--- src/rtl/led_pkg.sv ---
// rtl/led_pkg.sv - shared constants, state type and pattern-index step helper
package led_pkg;

    localparam int LED_W = 10;

    typedef enum logic [1:0] {
        ST_IDLE   = 2'd0,
        ST_SWITCH = 2'd1,
        ST_RUN    = 2'd2
    } state_e;

    // Next (up=1) or previous (up=0) pattern index, wrapping within 0..num-1.
    function automatic int unsigned sel_step(input int unsigned sel, input logic up,
                                             input int unsigned num);
        if (up) begin
            return (sel == num - 1) ? 0 : sel + 1;
        end
        return (sel == 0) ? num - 1 : sel - 1;
    endfunction

endpackage

--- src/rtl/led_pattern_sequencer_if.sv ---
// rtl/led_pattern_sequencer_if.sv - board controls and pattern-engine bus of the sequencer
interface led_pattern_sequencer_if #(
    parameter int NUM_PAT = 4,
    parameter int SEL_W   = 3
);
    import led_pkg::*;

    logic                     en;
    logic                     next_btn;
    logic                     auto_mode;
    logic                     dir;
    logic [LED_W*NUM_PAT-1:0] pat_in;
    logic [NUM_PAT-1:0]       pat_en;
    logic [NUM_PAT-1:0]       pat_rst;
    logic [SEL_W-1:0]         pat_sel;
    logic [LED_W-1:0]         leds;

    modport master (
        input  en, next_btn, auto_mode, dir, pat_in,
        output pat_en, pat_rst, pat_sel, leds
    );

    modport slave (
        output en, next_btn, auto_mode, dir, pat_in,
        input  pat_en, pat_rst, pat_sel, leds
    );

endinterface

--- src/rtl/tick_divider.sv ---
// rtl/tick_divider.sv - free-running power-of-two tick divider with clear and enable
module tick_divider #(
    parameter int DIV_BITS = 20
) (
    input  logic clk,
    input  logic rst,
    input  logic en,
    input  logic clr,
    output logic tick
);

    logic [DIV_BITS-1:0] div_q, div_d;

    always_comb begin
        div_d = div_q;
        if (clr) begin
            div_d = '0;
        end else if (en) begin
            div_d = div_q + 1'b1;
        end
    end

    always_ff @(posedge clk or posedge rst) begin
        if (rst) begin
            div_q <= '0;
        end else begin
            div_q <= div_d;
        end
    end

    assign tick = en & (&div_q);

endmodule

--- src/rtl/led_pattern_sequencer.sv ---
// rtl/led_pattern_sequencer.sv - selects, restarts and enables one LED pattern engine at a time
module led_pattern_sequencer
    import led_pkg::*;
#(
    parameter int DIV_BITS = 20,
    parameter int DWELL    = 16,
    parameter int NUM_PAT  = 4,
    parameter int SEL_W    = 3
) (
    input  logic                    clk,
    input  logic                    rst,
    led_pattern_sequencer_if.master bus
);

    localparam int DW_W = (DWELL > 1) ? $clog2(DWELL) : 1;

    state_e           state_q, state_d;
    logic [SEL_W-1:0] sel_q, sel_d;
    logic [DW_W-1:0]  dwell_q, dwell_d;
    logic [LED_W-1:0] leds_q, leds_d;
    logic             btn_q;
    logic             btn_edge;
    logic             run;
    logic             tick;
    logic             advance;

    assign run      = (state_q == ST_RUN);
    assign btn_edge = bus.next_btn & ~btn_q;
    assign advance  = btn_edge | (bus.auto_mode & tick & (dwell_q == DW_W'(DWELL - 1)));

    tick_divider #(.DIV_BITS(DIV_BITS)) u_tick_divider (
        .clk  (clk),
        .rst  (rst),
        .en   (run),
        .clr  (~run),
        .tick (tick)
    );

    always_comb begin
        state_d = state_q;
        sel_d   = sel_q;
        dwell_d = dwell_q;
        leds_d  = '0;
        case (state_q)
            ST_IDLE: begin
                dwell_d = '0;
                if (bus.en) begin
                    state_d = ST_SWITCH;
                end
            end
            ST_SWITCH: begin
                dwell_d = '0;
                state_d = ST_RUN;
            end
            ST_RUN: begin
                if (!bus.auto_mode) begin
                    dwell_d = '0;
                end else if (tick) begin
                    dwell_d = dwell_q + 1'b1;
                end
                // en low wins over any advance and keeps the current selection
                if (!bus.en) begin
                    state_d = ST_IDLE;
                end else if (advance) begin
                    state_d = ST_SWITCH;
                    sel_d   = SEL_W'(sel_step(32'(sel_q), bus.dir, NUM_PAT));
                end else begin
                    leds_d = LED_W'(bus.pat_in >> (LED_W * int'(sel_q)));
                end
            end
            default: begin
                state_d = ST_IDLE;
            end
        endcase
    end

    always_comb begin
        bus.pat_en  = '0;
        bus.pat_rst = '0;
        case (state_q)
            ST_SWITCH: bus.pat_rst = NUM_PAT'(1) << sel_q;
            ST_RUN:    bus.pat_en  = NUM_PAT'(1) << sel_q;
            default:   bus.pat_rst = '1;
        endcase
    end

    assign bus.pat_sel = sel_q;
    assign bus.leds    = leds_q;

    always_ff @(posedge clk or posedge rst) begin
        if (rst) begin
            state_q <= ST_IDLE;
            sel_q   <= '0;
            dwell_q <= '0;
            leds_q  <= '0;
            btn_q   <= 1'b0;
        end else begin
            state_q <= state_d;
            sel_q   <= sel_d;
            dwell_q <= dwell_d;
            leds_q  <= leds_d;
            btn_q   <= bus.next_btn;
        end
    end

endmodule

--- src/flat_wrapper.sv ---
// flat-port wrapper written by rule: the top's interface ports become plain ports
module led_pattern_sequencer_flat import led_pkg::*;
#(
    parameter int DIV_BITS = 20,
    parameter int DWELL    = 16,
    parameter int NUM_PAT  = 4,
    parameter int SEL_W    = 3
)
  (clk, rst, bus_en, bus_next_btn, bus_auto_mode, bus_dir, bus_pat_in, bus_pat_en, bus_pat_rst, bus_pat_sel, bus_leds);
  led_pattern_sequencer_if #(.NUM_PAT(NUM_PAT), .SEL_W(SEL_W)) bus_i ();
  input  logic clk;
  input  logic rst;
  input wire logic [$bits(bus_i.en)-1:0] bus_en;
  input wire logic [$bits(bus_i.next_btn)-1:0] bus_next_btn;
  input wire logic [$bits(bus_i.auto_mode)-1:0] bus_auto_mode;
  input wire logic [$bits(bus_i.dir)-1:0] bus_dir;
  input wire logic [$bits(bus_i.pat_in)-1:0] bus_pat_in;
  output wire logic [$bits(bus_i.pat_en)-1:0] bus_pat_en;
  output wire logic [$bits(bus_i.pat_rst)-1:0] bus_pat_rst;
  output wire logic [$bits(bus_i.pat_sel)-1:0] bus_pat_sel;
  output wire logic [$bits(bus_i.leds)-1:0] bus_leds;
  assign bus_i.en = bus_en;
  assign bus_i.next_btn = bus_next_btn;
  assign bus_i.auto_mode = bus_auto_mode;
  assign bus_i.dir = bus_dir;
  assign bus_i.pat_in = bus_pat_in;
  assign bus_pat_en = bus_i.pat_en;
  assign bus_pat_rst = bus_i.pat_rst;
  assign bus_pat_sel = bus_i.pat_sel;
  assign bus_leds = bus_i.leds;
  led_pattern_sequencer #(.DIV_BITS(DIV_BITS), .DWELL(DWELL), .NUM_PAT(NUM_PAT), .SEL_W(SEL_W)) u_core (.clk(clk), .rst(rst), .bus(bus_i));
endmodule
--- config.mk ---
export PLATFORM = sky130hd
export DESIGN_NAME = led_pattern_sequencer_flat
export DESIGN_NICKNAME = d
export VERILOG_FILES = /design/src/rtl/led_pkg.sv /design/src/rtl/led_pattern_sequencer_if.sv /design/src/rtl/tick_divider.sv /design/src/rtl/led_pattern_sequencer.sv /design/src/flat_wrapper.sv
export SDC_FILE = /design/constraint.sdc
export NUM_CORES = 1
export LEC_CHECK = 0
export CORE_MARGIN = 2
export CORE_UTILIZATION = 47
export CTS_CLUSTER_SIZE = 20
export DETAILED_ROUTE_END_ITERATION = 8
export PLACE_DENSITY = 0.87
export SLEW_MARGIN = 5
export SYNTH_ARGS = -nofsm -noshare
export SYNTH_HDL_FRONTEND = slang
export SYNTH_SLANG_ARGS = --single-unit
--- constraint.sdc ---
create_clock -name clk -period 2.46 [get_ports clk]
set_clock_uncertainty 0.2 [all_clocks]
set_input_delay 0.246 -clock clk [delete_from_list [all_inputs] [get_ports clk]]
set_output_delay 0.246 -clock clk [all_outputs]
set_load 0.02 [all_outputs]
## After elaboration in Yosys (flattened, before gate mapping)

Cells that the tools add are included.
W data, S select, Z words.

- Flip-flop bits (word level): 40
- Latch bits: 0
- RAM bits: 0
- Bits in read-only memories: 0
- Bits of input ports: 46
- Output and inout port bits: 21
- Word-level logic and storage cells: 55
- Memories: 0

- Add/subtract/negate cells: 4
- $mul: 1
- Div/mod/pow operators: 0
- $lt $le $gt $ge: 0
- Equality and inequality tests: 7
- Shift operators: 2
- Multiplexer cells: 21
- Bitwise gates (word level): 6
- Reduce and logical (&&, ||, !) cells: 8

Operators with widths:

| operator | count |
|---|---|
| $shr A40 B32 Y10 | 1 |
| $mux W10 | 3 |
| $add A20 B1 Y20 const B | 1 |
| $mux W20 | 1 |
| $reduce_and A20 Y1 | 1 |
| $pmux W4 S2 | 2 |
| $mux W3 | 4 |
| $mux W4 | 3 |
| $mul A3 B3 Y6 const A | 1 |
| $mux W2 | 3 |
| $ne A3 B2 Y1 const B | 2 |
| $pmux W2 S3 | 1 |
| $add A4 B1 Y4 const B | 1 |
| $and A1 B1 Y1 | 4 |
| $eq A4 B4 Y1 const B | 1 |
| $mux W1 | 4 |
| $reduce_and A2 Y1 | 2 |
| $shl A1 B3 Y4 const A | 1 |
| $add A3 B1 Y3 const B | 1 |
| $eq A3 B2 Y1 const B | 1 |
| $logic_not A3 Y1 | 1 |
| $reduce_and A3 Y1 | 1 |
| $sub A3 B1 Y3 const B | 1 |
| $eq A2 B1 Y1 const B | 1 |
| 7 further kinds | 7 |

## Longest topological paths before layout

- Word-level depth: 9
- Depth in mapped cells: 7

## By module

From an unflattened synthesis, not the netlist that was laid out.

- Cells, all modules: 215
- Area, all modules: 2267.2 um2

By module, submodules not included:

| module | instances | cells an instance | area an instance (um2) | seq. area each (um2) |
|---|---|---|---|---|
| led_pattern_sequencer | 1 | 107 | 1224.9 | 500.5 |
| tick_divider | 1 | 108 | 1042.2 | 500.5 |

## Least setup slack after synthesis

No wires, ideal clock.

- Path kind: reg2reg
- Start: register u_core.u_tick_divider.div_q[0]
- End: register u_core.leds_q[0] (netlist: u_core.bus.leds[0])
- Library setup time: 0.141 ns
- Data arrival time: 1.931 ns
- Required time: 2.119 ns
- Path slack: 0.188 ns
- Stages on the path, launching flop included: 7
- Path through: dfrtp_1 ha_1 nand3_2 or4_1 buf_2 o41ai_4 nor2b_1

- Longest elaborated chain between the ends: 8

Ends and longest elaborated chain:

| element | RTL line | text |
|---|---|---|
| start, declared | tick_divider.sv:12 | `logic [DIV_BITS-1:0] div_q, div_d;` |
| start signal, assigned | tick_divider.sv:27 | `div_q <= div_d;` |
| $reduce_and A20 Y1 | tick_divider.sv:31 | `assign tick = en & (&div_q);` |
| $and A1 B1 Y1 | tick_divider.sv:31 |  |
| $and A1 B1 Y1 (2 in a row) | led_pattern_sequencer.sv:29 | `assign advance = btn_edge \| (bus.auto_mode & tick & (dwell_q == DW_W'(DWELL - 1)));` |
| $or A1 B1 Y1 | led_pattern_sequencer.sv:29 |  |
| $mux W10 | led_pattern_sequencer.sv:64 | `end else if (advance) begin` |
| $mux W10 | led_pattern_sequencer.sv:62 | `if (!bus.en) begin` |
| $mux W10 | led_pattern_sequencer.sv:44 | `case (state_q)` |
| net u_core.leds_d[0] | led_pattern_sequencer.sv:20 | `logic [LED_W-1:0] leds_q, leds_d;` |
| end signal, assigned | led_pattern_sequencer.sv:101 | `leds_q <= leds_d;` |
| end, declared | led_pattern_sequencer.sv:20 |  |

The timed path passes the listed nets, and every way through them passes these cells.
A chain may end at the register's enable or synchronous reset.

## Worst setup path in the final report

- Start: register u_core.sel_q[1] (netlist: u_core.bus.pat_sel[1])
- End: output bus_pat_rst[3]

- Longest elaborated chain between the ends: 2

Ends and longest elaborated chain:

| element | RTL line | text |
|---|---|---|
| start, declared | led_pattern_sequencer.sv:18 | `logic [SEL_W-1:0] sel_q, sel_d;` |
| start signal, assigned | led_pattern_sequencer.sv:99 | `sel_q <= sel_d;` |
| $shl A1 B3 Y4 | led_pattern_sequencer.sv:81 | `ST_SWITCH: bus.pat_rst = NUM_PAT'(1) << sel_q;` |
| $pmux W4 S2 | led_pattern_sequencer.sv:80 | `case (state_q)` |
| end, declared | flat_wrapper.sv:19 | `output wire logic [$bits(bus_i.pat_rst)-1:0] bus_pat_rst;` |

Every way passes these cells.

==> impl_metrics.toml <==
[run_status]
status = "complete, no violations"

[sta]
period_needed_ps = 2370
tightestPinTransition_ps = 485
finalHoldViolations = 0
slew_headroom_pct = 67.7
clock.fmax_mhz = 422
tns_ps = 0
slew_violations = 0
rsz0062_at_grt = "false"
post-route-period-util_pct = 96.3
final-setup-viol-count = 0

[cells_and_area]
drive_gt1_share_pct = 12.0
areaGrowthSynthToFinish_pct = 39.3
fin_cells = 335
fin_area_um2 = 3080
layout_commonest_cell = "clkdlybuf4s50_1"
final_core_util_pct = 69.4
n_fill_cell = 326
multiInputGateArea_um2 = 1160
nets = 335
register_area_um2 = 1000
final_cell_mix = "clkdlybuf4s50_1, dfrtp_1, nor2_1"
diodes = 0

[setup_path]
regToRegEndpoint = "u_core.bus.leds[4]"
end_kind = "output port"
start_kind = "register"
rrSetupSlack_ps = 170
rr_startpoint = "u_core.u_tick_divider.div_q[0]"
crit_path_cell_trace = "buf_4 > ha_1 > nand2b_1 > a21oi_1 > clkdlybuf4s50_1"
path_buf_inv = 2
crit_type = "register to output port"
slowest_delay_ps = 620
worstPathRequired_ps = 2010
critPathSlowestCell = "clkdlybuf4s50_1"
worst-path-max-fanout = 7
cp.depth = 5
arrival_ps = 1920
r2r_cells = 6
critPathTopFamily = "buffers and inverters"

[route]
vias = 1865
viasPerCell = 5.57
first_iter_violations = 156
firstDrtPassIters = 4
ant_nets = 0
wire_per_inst_um = 15.3
drc = 0
wirelength_mm = 5.14

[global_route]
grt_max_degree = 41
grt_antenna_before_repair = 0
grt_usage_pct = 20.6
grt_overflow_total = 0
grt_pass1_wl_mm = 8.51
first_global_vias = 1829

[placement]
dpl.hpwl_mm = 3.90
placed_area_um2 = 2990
port_buffers = 66
place_inst = 327
place_congestion = 0.775

[clock_network]
cts_tree = "built"
cts_buffer_depth = 2
cts_root_buffer = "clkbuf_8"
holdBufCountCts = 0
cts.htree.levels = 2
post-cts-setup-buffer-count = 0
clk_pin_slew_worst_paths_ps = 70
cts_buffers = 5
clk_latency_ps = 280
cts.sinks = 40

[pwr]
leakage_nw = 1.27
p_comb_share_pct = 42.9
power_frac_seq_pct = 36.3
switchingPower_mw = 0.670
ir_worst_vdd_uv = 573
swShare_pct = 32.2
p_int_mw = 1.41
total_power_mw = 2.08
power_density_nw_per_um2 = 674
clkPwrFrac_pct = 20.8

[yosys]
synthAdderAreaFrac_pct = 3.95
yosys_warnings = 0
synth_cell_types = 37
synthXorXnorAreaFrac_pct = 5.54
syn-num-nets = 258
netlist_instances = 205
synth_area_per_cell_um2 = 10.8
synth-simple-area-share_pct = 21.7
yosysSeqAreaShare_pct = 45.2
synth_compound_area_share_pct = 8.47
synth_top_family_by_area = "simple AND/OR/NAND/NOR gates"
synth-seq-cells = 40
muxShareOfSynthArea_pct = 12.5
synth_area_um2 = 2210

[flow_run]
cap_violations = 0

[die]
row_count = 24
coreArea_um2 = 4440
io_pins = 67
die_area_um2 = 5280
initial_core_util_pct = 49.8
die_y_um = 72.6
die_x_um = 72.6

[worst_hold_path]
min_path_type = "input pin to async pin"
==> area by class of cell <==
type | instances | area share (%)
clock buffers | 8 | 2.92
inverters | 9 | 1.10
multi-input cells | 150 | 37.5
flip-flops and latches | 40 | 32.5
well taps | 52 | 2.11
repair buffers | 76 | 23.9
==> worst max-delay path by stage <==
stage                                   startpoint            endpoint
finish                       u_core.bus.pat_sel[1]      bus_pat_rst[3]
global route                 u_core.bus.pat_sel[1]      bus_pat_rst[3]
CTS                          u_core.bus.pat_sel[1]      bus_pat_rst[3]
detailed placement  u_core.u_tick_divider.div_q[0]  u_core.bus.leds[1]
global placement    u_core.u_tick_divider.div_q[0]  u_core.bus.leds[2]
floorplan           u_core.u_tick_divider.div_q[0]  u_core.bus.leds[0]
==> sequential cells by signal (all words and copies together), names as in the netlist <==
| register | cells |
|---|---|
| u_core.state_q | 2 |
| u_core.btn_q | 1 |
| u_core.bus.leds | 10 |
| u_core.bus.pat_sel | 3 |
| u_core.dwell_q | 4 |
| u_core.u_tick_divider.div_q | 20 |
==> cells by family after synthesis <==
group / count (synthesis)
compound gates: 27
xor+xnor: 14
fa+ha+maj: 7
buf+inv: 15
flops: 40
mux: 15
simple gates: 87
==> synth_stat cells, drive strengths merged <==
cell    instances  share of area, %
mux2i           3               1.4
a21oi          13               2.9
clkbuf          4              0.68
nor2           22               3.7
o22ai           1              0.28
buf             2              0.40
nor3            4              0.90
o31ai           3               1.0
nand2          10               1.7
and2            1              0.28
or3             4               1.1
or4             2              0.68
a31o            1              0.40
o211a           1              0.45
dfrtp          40                45
a221o           1              0.45
nand3b          2              0.68
xnor2           9               3.6
inv             9               1.5
nor2b          12               3.4
a22o            2              0.79
or2             2              0.56
nand2b          8               2.3
mux4           10                10
nand4           7               2.7
xor2            5               2.0
nor3b           1              0.34
o41ai           1               1.2
ha              7               4.0
nand3           6               1.6
and4            1              0.40
o21ai           4              0.90
nor4            5               1.4
mux2            2               1.0
==> power by group through the flow <==
stage	logic [mW]	registers, mW	clock network (mW)
final	0.893	0.755	0.432
after global placement	0.884	0.763	0
after floorplan	0.503	0.809	0
after CTS	0.902	0.754	0.438
after detailed placement	0.895	0.766	0
after global routing	0.968	0.762	0.474
==> stage by stage <==
stage / setup slack, ps / hold slack [ps]
floorplan: 188 / 77.4
global placement: 243 / 281
detailed placement: 174 / 303
CTS: 85.9 / 209
global route: 29.1 / 223
finish: 91.4 / 185
==> worst min-delay path: stages <==
cell,delay (ps)
clkdlybuf4s50_1,390
inv_1,50
buf_4,420
==> timing repair <==
action                     4_1_cts  5_1_grt
hold endpoints to repair         0        0
setup endpoints to repair        0        1
gates resized for setup          0        1
==> per-layer routing <==
metal / global-route usage, % / routed length [um] / up-vias / share of wire, %
li1: - / - / 890 / -
met1: 29.0 / 2210 / 926 / 43
met2: 33.4 / 2710 / 47 / 53
met3: 3.45 / 190 / 2 / 3.7
met4: 5.14 / 28 / 0 / 0.54
met5: 0 / 0 / - / 0
Power figures use the tool's default switching activity.
